`src/rtl/hex_keypad_scanner.sv`:
```
// 4x4 hex keypad scanner: drives one active-low column at a time, debounces
// whole-matrix scan results and shifts each accepted key into a 16-bit number.
module hex_keypad_scanner #(
    parameter int SCAN_DIV       = 100000,
    parameter int DEBOUNCE_SCANS = 4
) (
    input  logic        clk,
    input  logic        rst_n,
    input  logic [3:0]  row,
    input  logic        clear,
    output logic [3:0]  col,
    output logic [3:0]  key_code,
    output logic        key_valid,
    output logic        key_held,
    output logic [15:0] number
);

    localparam int DW = $clog2(SCAN_DIV);
    localparam int CW = $clog2(DEBOUNCE_SCANS + 1);

    typedef enum logic [1:0] {IDLE, DEBOUNCE, PRESSED, RELEASE} state_t;

    function automatic logic [3:0] key_lut(input logic [1:0] r, input logic [1:0] c);
        logic [3:0] code;
        case ({r, c})
            4'd0:    code = 4'h1;
            4'd1:    code = 4'h2;
            4'd2:    code = 4'h3;
            4'd3:    code = 4'hA;
            4'd4:    code = 4'h4;
            4'd5:    code = 4'h5;
            4'd6:    code = 4'h6;
            4'd7:    code = 4'hB;
            4'd8:    code = 4'h7;
            4'd9:    code = 4'h8;
            4'd10:   code = 4'h9;
            4'd11:   code = 4'hC;
            4'd12:   code = 4'h0;
            4'd13:   code = 4'hF;
            4'd14:   code = 4'hE;
            default: code = 4'hD;
        endcase
        return code;
    endfunction

    logic [3:0]    row_meta_q, row_sync_q;
    logic [DW-1:0] dwell_q, dwell_d;
    logic [1:0]    col_idx_q, col_idx_d;
    logic [3:0]    col_q, col_d;
    logic [11:0]   hits_q, hits_d;
    state_t        state_q, state_d;
    logic [CW-1:0] cnt_q, cnt_d;
    logic [3:0]    cand_q, cand_d;
    logic [3:0]    key_code_q, key_code_d;
    logic          key_valid_q, key_valid_d;
    logic [15:0]   number_q, number_d;

    logic          sample, eval, accept;
    logic [3:0]    active;
    logic [15:0]   full_map;
    logic [1:0]    n_hits;
    logic [3:0]    hit_idx;
    logic [3:0]    hit_code;
    logic          scan_none, scan_single;

    always_ff @(posedge clk or negedge rst_n) begin
        if (!rst_n) begin
            row_meta_q  <= 4'hF;
            row_sync_q  <= 4'hF;
            dwell_q     <= '0;
            col_idx_q   <= 2'd0;
            col_q       <= 4'b1110;
            hits_q      <= '0;
            state_q     <= IDLE;
            cnt_q       <= '0;
            cand_q      <= 4'h0;
            key_code_q  <= 4'h0;
            key_valid_q <= 1'b0;
            number_q    <= 16'h0000;
        end else begin
            row_meta_q  <= row;
            row_sync_q  <= row_meta_q;
            dwell_q     <= dwell_d;
            col_idx_q   <= col_idx_d;
            col_q       <= col_d;
            hits_q      <= hits_d;
            state_q     <= state_d;
            cnt_q       <= cnt_d;
            cand_q      <= cand_d;
            key_code_q  <= key_code_d;
            key_valid_q <= key_valid_d;
            number_q    <= number_d;
        end
    end

    // Rows are sampled at the end of each column dwell so the lines have settled.
    always_comb begin
        sample    = (dwell_q == DW'(SCAN_DIV - 1));
        eval      = sample && (col_idx_q == 2'd3);
        active    = ~row_sync_q;
        dwell_d   = sample ? '0 : dwell_q + 1'b1;
        col_idx_d = sample ? col_idx_q + 1'b1 : col_idx_q;
        col_d     = ~(4'b0001 << col_idx_d);
        hits_d    = hits_q;
        if (sample) begin
            if (col_idx_q == 2'd3) hits_d = '0;
            else hits_d[{col_idx_q, 2'b00} +: 4] = active;
        end
    end

    // Bit c*4+r of full_map marks an active row r / column c intersection.
    always_comb begin
        full_map = {active, hits_q};
        n_hits   = 2'd0;
        hit_idx  = 4'd0;
        for (int i = 0; i < 16; i++) begin
            if (full_map[i]) begin
                if (n_hits != 2'd2) n_hits = n_hits + 1'b1;
                hit_idx = 4'(i);
            end
        end
        scan_none   = (n_hits == 2'd0);
        scan_single = (n_hits == 2'd1);
        hit_code    = key_lut(hit_idx[1:0], hit_idx[3:2]);
    end

    always_comb begin
        state_d = state_q;
        cnt_d   = cnt_q;
        cand_d  = cand_q;
        accept  = 1'b0;
        if (eval) begin
            case (state_q)
                IDLE: begin
                    if (scan_single) begin
                        state_d = DEBOUNCE;
                        cand_d  = hit_code;
                        cnt_d   = CW'(1);
                    end
                end
                DEBOUNCE: begin
                    if (scan_single && hit_code == cand_q) begin
                        if (cnt_q + 1'b1 == CW'(DEBOUNCE_SCANS)) begin
                            state_d = PRESSED;
                            cnt_d   = '0;
                            accept  = 1'b1;
                        end else begin
                            cnt_d = cnt_q + 1'b1;
                        end
                    end else if (scan_single) begin
                        cand_d = hit_code;
                        cnt_d  = CW'(1);
                    end else begin
                        state_d = IDLE;
                        cnt_d   = '0;
                    end
                end
                PRESSED: begin
                    if (scan_none) begin
                        state_d = RELEASE;
                        cnt_d   = CW'(1);
                    end
                end
                default: begin
                    if (!scan_none) begin
                        state_d = PRESSED;
                        cnt_d   = '0;
                    end else if (cnt_q + 1'b1 == CW'(DEBOUNCE_SCANS)) begin
                        state_d = IDLE;
                        cnt_d   = '0;
                    end else begin
                        cnt_d = cnt_q + 1'b1;
                    end
                end
            endcase
        end
    end

    // clear has priority over a coincident accept for number only.
    always_comb begin
        key_valid_d = accept;
        key_code_d  = accept ? cand_q : key_code_q;
        if (clear)       number_d = 16'h0000;
        else if (accept) number_d = {number_q[11:0], cand_q};
        else             number_d = number_q;
    end

    assign col       = col_q;
    assign key_code  = key_code_q;
    assign key_valid = key_valid_q;
    assign key_held  = (state_q == PRESSED) || (state_q == RELEASE);
    assign number    = number_q;

endmodule

```
`config.mk`:
```
export PLATFORM = sky130hd
export DESIGN_NAME = hex_keypad_scanner
export DESIGN_NICKNAME = d
export VERILOG_FILES = /design/src/rtl/hex_keypad_scanner.sv
export SDC_FILE = /design/constraint.sdc
export NUM_CORES = 1
export LEC_CHECK = 0
export CORE_UTILIZATION = 55
export CTS_CLUSTER_DIAMETER = 30
export CTS_CLUSTER_SIZE = 20
export DETAILED_ROUTE_END_ITERATION = 7
export PLACE_DENSITY = 0.76
export SETUP_SLACK_MARGIN = 0.1
export SLEW_MARGIN = 25
export SYNTH_ARGS = -nofsm -noshare
export SYNTH_HDL_FRONTEND = slang
export SYNTH_SLANG_ARGS = --single-unit
export TNS_END_PERCENT = 5
```
`constraint.sdc`:
```
create_clock -name clk -period 6.7 [get_ports clk]
set_input_delay 1.34 -clock clk [delete_from_list [all_inputs] [get_ports clk]]
set_output_delay 1.34 -clock clk [all_outputs]
set_load 0.01 [all_outputs]
```
## After elaboration in Yosys (flattened, before gate mapping)

Memory sizes are Yosys's and may differ from the RTL's.
Cells that the tools add are included.
W data, S select, Z words.

- Memories: 1
- Output and inout bits: 26
- Bits of input ports: 7
- Register bits after elaboration: 73
- Bits in read-only memories: 64
- Word-level logic and storage cells: 150
- Bits in latches: 0
- Memory bits (writable): 0

Memory list:

| name | depth | width | read ports | clocked after Yosys merged registers in | write ports | RTL line | RTL |
|---|---|---|---|---|---|---|---|
| (no name shown) | 16 | 4 | 1 | 0 | 0 | 25 | `case ({r, c})` |

- $mul: 0
- Bitwise operators: 2
- Shifts and indexed selects: 3
- Order comparisons: 0
- Add/subtract/negate cells: 19
- Div/mod/pow operators: 0
- Mux-type cells: 74
- Equality and inequality tests: 29
- Reduce and logical (&&, ||, !) cells: 10

Operators by type and width:

| kind | count |
|---|---|
| $mux W2 | 38 |
| $mux W4 | 16 |
| $ne A2 B2 Y1 const B | 18 |
| $add A2 B1 Y2 const B | 16 |
| $mux W16 | 2 |
| $add A17 B1 Y17 const B | 1 |
| $eq A17 B17 Y1 const B | 1 |
| $mux W17 | 1 |
| $mux W3 | 5 |
| $bwmux W12 | 1 |
| $mux W12 | 1 |
| $shift A4 B6 Y12 const A | 1 |
| $shiftx A4 B6 Y12 | 1 |
| $pmux W3 S3 | 1 |
| $not A4 Y4 | 2 |
| $pmux W4 S2 | 1 |
| $mux W1 | 7 |
| $eq A2 B2 Y1 const B | 3 |
| $ne A3 B3 Y1 const B | 2 |
| $neg A4 Y6 | 1 |
| $pmux W2 S3 | 1 |
| $reduce_and A3 Y1 | 2 |
| $reduce_and A6 Y1 | 1 |
| $ne A5 B1 Y1 const B | 1 |
| other kinds (9) | 13 |

## Logic depth before layout (Yosys ltp)

- Depth in word-level cells: 53
- Mapped depth: 30

## Least setup slack after synthesis

No wires, ideal clock.

- Path type: reg2reg
- Start: register hits_q[0]
- End: register key_code_q[1], in the netlist key_code[1]
- Setup time: 128 ps
- Slack: 381 ps
- Period minus slack after synthesis: 6,319 ps
- Required time: 6,572 ps
- Arrival time: 6,191 ps
- Cell stages (with the launch flop): 28
- Cell sequence: dfrtp_1 inv_1 ha_1 or2_1 a21o_1 a221o_1 and3_1 a211o_1 and3_1 buf_2 nand2_1 o2111ai_1 nor2_1 mux2_2 o32a_1 buf_6 nor2b_4 a2111o_1 a311oi_2 nor2_1 ha_1 nor2_1 a41o_1 a31o_2 buf_2 nand4_1 buf_4 mux2_1

- Longest elaborated chain between the ends: 51
- Elaborated cells between the ends (all ways): 66
- Those cells by class: add/sub (15); eq/ne (16); mux (34); reduce/logical (1)

Ends and longest elaborated chain:

| element | RTL line | RTL |
|---|---|---|
| start, declared | 50 | `logic [11:0] hits_q, hits_d;` |
| start signal, assigned | 86 | `hits_q <= hits_d;` |
| $mux W1 * | 117 | `if (full_map[i]) begin` |
| $add A2 B1 Y2 or $ne A2 B2 Y1 (tied branches) | 118 | `if (n_hits != 2'd2) n_hits = n_hits + 1'b1;` |
| $mux W2 | 118 |  |
| $mux W2 * | 117 |  |
| $add A2 B1 Y2 or $ne A2 B2 Y1 (tied branches) | 118 |  |
| $mux W2 | 118 |  |
| $mux W2 * | 117 |  |
| $add A2 B1 Y2 or $ne A2 B2 Y1 (tied branches) | 118 |  |
| [... 35 more ...] | n/a |  |
| $add A2 B1 Y2 or $ne A2 B2 Y1 (tied branches) | 118 |  |
| $mux W2 | 118 |  |
| $mux W2 * | 117 |  |
| $eq A2 B1 Y1 * | 123 | `scan_single = (n_hits == 2'd1);` |
| $logic_and A1 B1 Y1 * | 142 | `if (scan_single && hit_code == cand_q) begin` |
| $mux W1 * | 142 |  |
| $mux W1 * | 133 | `case (state_q)` |
| $mux W1 * | 132 | `if (eval) begin` |
| end signal, assigned | 90 | `key_code_q <= key_code_d;` |
| end, declared | 54 | `logic [3:0] key_code_q, key_code_d;` |

Mark *: on every way between the ends. The rest lies on a longest branch, timed or not.
A chain may end at the register's enable or synchronous reset.

## Worst setup path after layout

- Start: register hits_q[0]
- End: register cnt_q[1]

- Longest elaborated chain between the ends: 50
- Elaborated cells between the ends (all ways): 70
- Those cells by class: add/sub (15); eq/ne (18); mux (34); reduce/logical (3)

Ends and longest elaborated chain:

| element | RTL line | RTL |
|---|---|---|
| $mux W1 * | 117 |  |
| $add A2 B1 Y2 or $ne A2 B2 Y1 (tied branches) | 118 |  |
| $mux W2 | 118 |  |
| $mux W2 * | 117 |  |
| $add A2 B1 Y2 or $ne A2 B2 Y1 (tied branches) | 118 |  |
| $mux W2 | 118 |  |
| $mux W2 * | 117 |  |
| $add A2 B1 Y2 or $ne A2 B2 Y1 (tied branches) | 118 |  |
| [... 34 more ...] | n/a |  |
| $mux W2 * | 117 |  |
| $add A2 B1 Y2 or $ne A2 B2 Y1 (tied branches) | 118 |  |
| $mux W2 | 118 |  |
| $mux W2 * | 117 |  |
| $eq A2 B1 Y1 | 123 |  |
| $logic_and A1 B1 Y1 | 142 |  |
| $mux W3 | 142 |  |
| $pmux W3 S3 | 133 |  |
| end signal, assigned | 88 | `cnt_q <= cnt_d;` |
| end, declared | 52 | `logic [CW-1:0] cnt_q, cnt_d;` |

Marked as above.

==> results.md <==
- Global route overflow: 0
- Top cells by area, synth: dfrtp_1 (27%), nor2_1 (5.2%), dfstp_2 (5.0%), mux2i_1 (4.7%), ha_1 (4.3%)
- Share of cells above drive strength 1: 24.7%
- Data required time of the worst path: just under 7 ns
- CTS Buf Count: 9
- I/O Pins: 33
- CTS max path bufs: 2
- Post-Syn Area: between 5000 and 6000 sq um
- R2R Setup Slk: roughly 0.18 ns
- Core area: approximately 10000 sq um
- Area grow syn2layout: 25.0%
- CP Max Fanout: 8
- Busiest grt layer: met2
- Post-layout net count: 738
- Pins over their slew limit: 0
- Post-synthesis mux area share: 7.54%
- Initial DRC Count: ~430
- Top_reg_cell synth: dfrtp_1
- Final setup violation count: 0
- First-pass GRT wire length: 23.8 mm
- Seq/Total Area, Yosys: between 30% and 40%
- Hold-fix buffers, CTS: 0
- Vias in the first global route: between 5000 and 6000
- Setup crit start kind: flip-flop
- Simple-Gate Fraction of Synth Area: a little over a fifth
- Initial antenna violation count: 0
- Row count: 36
- CTS H-Tree Depth: 3
- Via count: between 5000 and 6000
- Total GRT Usage: about a quarter
- DRC Markers: 0
- M3 GR Usage: ~3.8%
- DP HPWL: roughly 10 mm
- Critical path's top delay family: compound AO/OA/AOI/OAI gates
- HP Start: row_meta_q[1]
- Met2 Use GR: a little under half
- CP Capture Type: flip-flop
- Crit share post-route: 97.3%
- Syn Inst Count: ~660
- Fin crit period: 6.52 ns
- Crit-path most repeated cell: buf_4
- Final hold violations: 0
- Yosys Warn Count: 0
- Initial DRT Pass Iterations: 5
- Async SR Flop Fraction: 100%
- Worst Tran Pin Value: approximately 0.9 ns
- Vias/cell: 6.49
- Max_cap viols: 0
- Library cells used by synthesis: approximately 100
- Setup CP Type: flip-flop to flip-flop
- Compound-cell area share of the yosys netlist: between 20% and 30%
- Post-synthesis adder-cell area fraction: under 10%
- Area after DPL: 6170 sq um
- Clock tree from TritonCTS: built
- ANT nets after route: 0
- Yosys top cell area share: a little over a quarter
- Final setup skew: between 0.02 and 0.025 ns
- Reg2reg path depth: 30
- Delay of the slowest cell on the worst path: 0.41 ns
- Pin count of the biggest net entering global routing: 74
- FF+latch count, synth: 73
- Startpoint of the worst register-to-register path: hits_q[0]
- Overall power: between 0.9 and 1 mW
- Die height: between 100 and 150 um
- Maximum vdd ir drop: 0.171 mV
- GR Layer Usage met1: between 30% and 40%
- Clk_lat worst skew: ~0.35 ns
- Post-synth top area cell: dfrtp_1
- Synth Area per Inst: 8.76 sq um
- Fmax: 0.153 GHz
- Slowest stage cell, crit path: dfrtp_1
- R2r endpoint: cnt_q[1]
- Port buffer count: 32
- Hold crit path type: flip-flop to flip-flop
- Sink Count: 73
- Final core occ: ~72%
- Post-synth EDFFs: 0
- Critical path arrival: 6.76 ns
- Buf+Inv Stages, Crit Path: 7
- GPL Wtd Cong: approximately 0.9
- N_diodes: 0
- Worst hold endpoint: row_sync_q[1]
- Worst Hold Depth: 0
- Syn Nets: 685
- Leakage: about 3.1 nW
- Initial core utilization: between 50% and 60%
- Worst-path clk slew: ~0.09 ns
- Main combinational cell family by area after synthesis: compound AO/OA/AOI/OAI gates
- CTS root buf: clkbuf_8
- Relative slew slack: ~41%
- Status: finished clean
- Die area: 10900 sq um
- Routed length per placed instance: roughly 18 um
- Die Wd: 104 um
- Post-Route WL: 15.5 mm
- PD cells: 128 nW/um^2
- Post-route cell area: roughly 7000 sq um
- Xor and xnor fraction of the mapped netlist area: 4.26%
## report_power, final
group / internal (mW) / switching [mW] / total (mW) / leakage [nW]
registers: 0.445 / 0.00553 / 0.450 / 0.963
logic: 0.0198 / 0.0307 / 0.0505 / 2.02
clock network: 0.249 / 0.174 / 0.423 / 0.117
## state kept, by name (all words and copies together) (netlist names)
name,cells
cand_q,4
number,16
key_valid,1
row_meta_q,4
hits_q,12
row_sync_q,4
col,4
col_idx_q,2
dwell_q,17
cnt_q,3
state_q,2
key_code,4
## routing by layer
metal  share of wire (%)  up-vias
met1                  42     2680
met4                 2.2        0
met2                  49      241
met5                   0        -
met3                 6.1       41
li1                    -     2552
## cell usage in the layout, fill, tap and decap left out, types with 10 or more instances in the layout
| cell type | n |
|---|---|
| mux2i_1 | 26 |
| nand4_1 | 16 |
| buf_4 | 45 |
| o21ai_0 | 23 |
| dfrtp_1 | 59 |
| a21oi_1 | 32 |
| ha_1 | 17 |
| nor2_1 | 77 |
| xnor2_1 | 15 |
| o22ai_1 | 10 |
| inv_1 | 27 |
| nand3_1 | 23 |
| nor3_1 | 12 |
| nand2_1 | 40 |
| clkdlybuf4s50_1 | 31 |
| dfstp_2 | 11 |
| xor2_1 | 11 |
## cells by family after synthesis
group                    count (synthesis)
adder cells (fa/ha/maj)                 20
flip-flops                              73
multiplexers                            41
AND/OR/NAND/NOR                        243
AO/OA/AOI/OAI                          180
XOR/XNOR                                28
buffers and inverters                   73
## layout make-up
class | count | area (sq um)
repair buffers | 84 | 764
multi-input cells | 512 | 4070
inverters | 31 | 116
well taps | 133 | 166
clock inverters | 6 | 115
fillers | 702 | 2750
clock buffers | 10 | 128
flip-flops and latches | 73 | 1840
## stage by stage
step                      hold slack (ns)  worst slack [ns]  instances  TNS, ns
after floorplan                     0.345             0.381        658        0
after global routing                0.363           -0.0251        849  -0.0895
after detailed placement            0.348           -0.0647        799   -0.197
after CTS                           0.360             0.101        818        0
after global placement              0.346             0.124        799        0
final                               0.354             0.182        849        0
## Yosys cell counts, types with 4 or more instances
cell,number
mux2i_1,27
xor2_1,11
a31oi_1,7
nand3_1,26
o31ai_1,4
nand2_1,40
o22ai_1,10
and2_1,10
o41ai_1,4
clkbuf_1,23
mux2_1,8
nor3_1,19
nand4_1,16
a211o_1,5
mux2_2,4
o2111ai_1,4
a21oi_1,34
o21ai_1,7
a211oi_1,10
dfstp_2,11
buf_2,7
and3_1,11
o21ai_0,28
ha_1,20
buf_6,4
nor2_1,80
buf_4,6
nor4_1,8
dfrtp_1,62
inv_1,29
xnor2_1,17
a31o_2,4
a221oi_1,5
## how the worst max path moves through the flow
stage                          from          end  depth (start not counted)  slack, ns
after CTS                 hits_q[1]    cand_q[2]                         26       0.10
after global placement    hits_q[0]    cand_q[2]                         26       0.12
after global routing      hits_q[1]     cnt_q[1]                         29      -0.03
after detailed placement  hits_q[0]    cand_q[2]                         24      -0.06
final                     hits_q[0]     cnt_q[1]                         30       0.18
after floorplan           hits_q[0]  key_code[1]                         27       0.38
## worst reg2reg max path, delay by kind of cell, from the launching register on
| family | cells | cell delay (ns) |
|---|---|---|
| adders and majority gates | 2 | 0.56 |
| DFF | 1 | 0.41 |
| AOI/OAI and AO/OA | 10 | 2.22 |
| muxes | 2 | 0.65 |
| buffers and inverters | 7 | 1.02 |
| and+or+nand+nor | 9 | 1.57 |
## timing repair
item	4_1_cts	5_1_grt
gates resized for setup	22	77
buffers inserted	3	30
pin swaps	6	41
setup endpoints to repair	26	30
hold endpoints to repair	0	0
cloned	0	1
No activity file was read; power rests on OpenSTA's default activity.
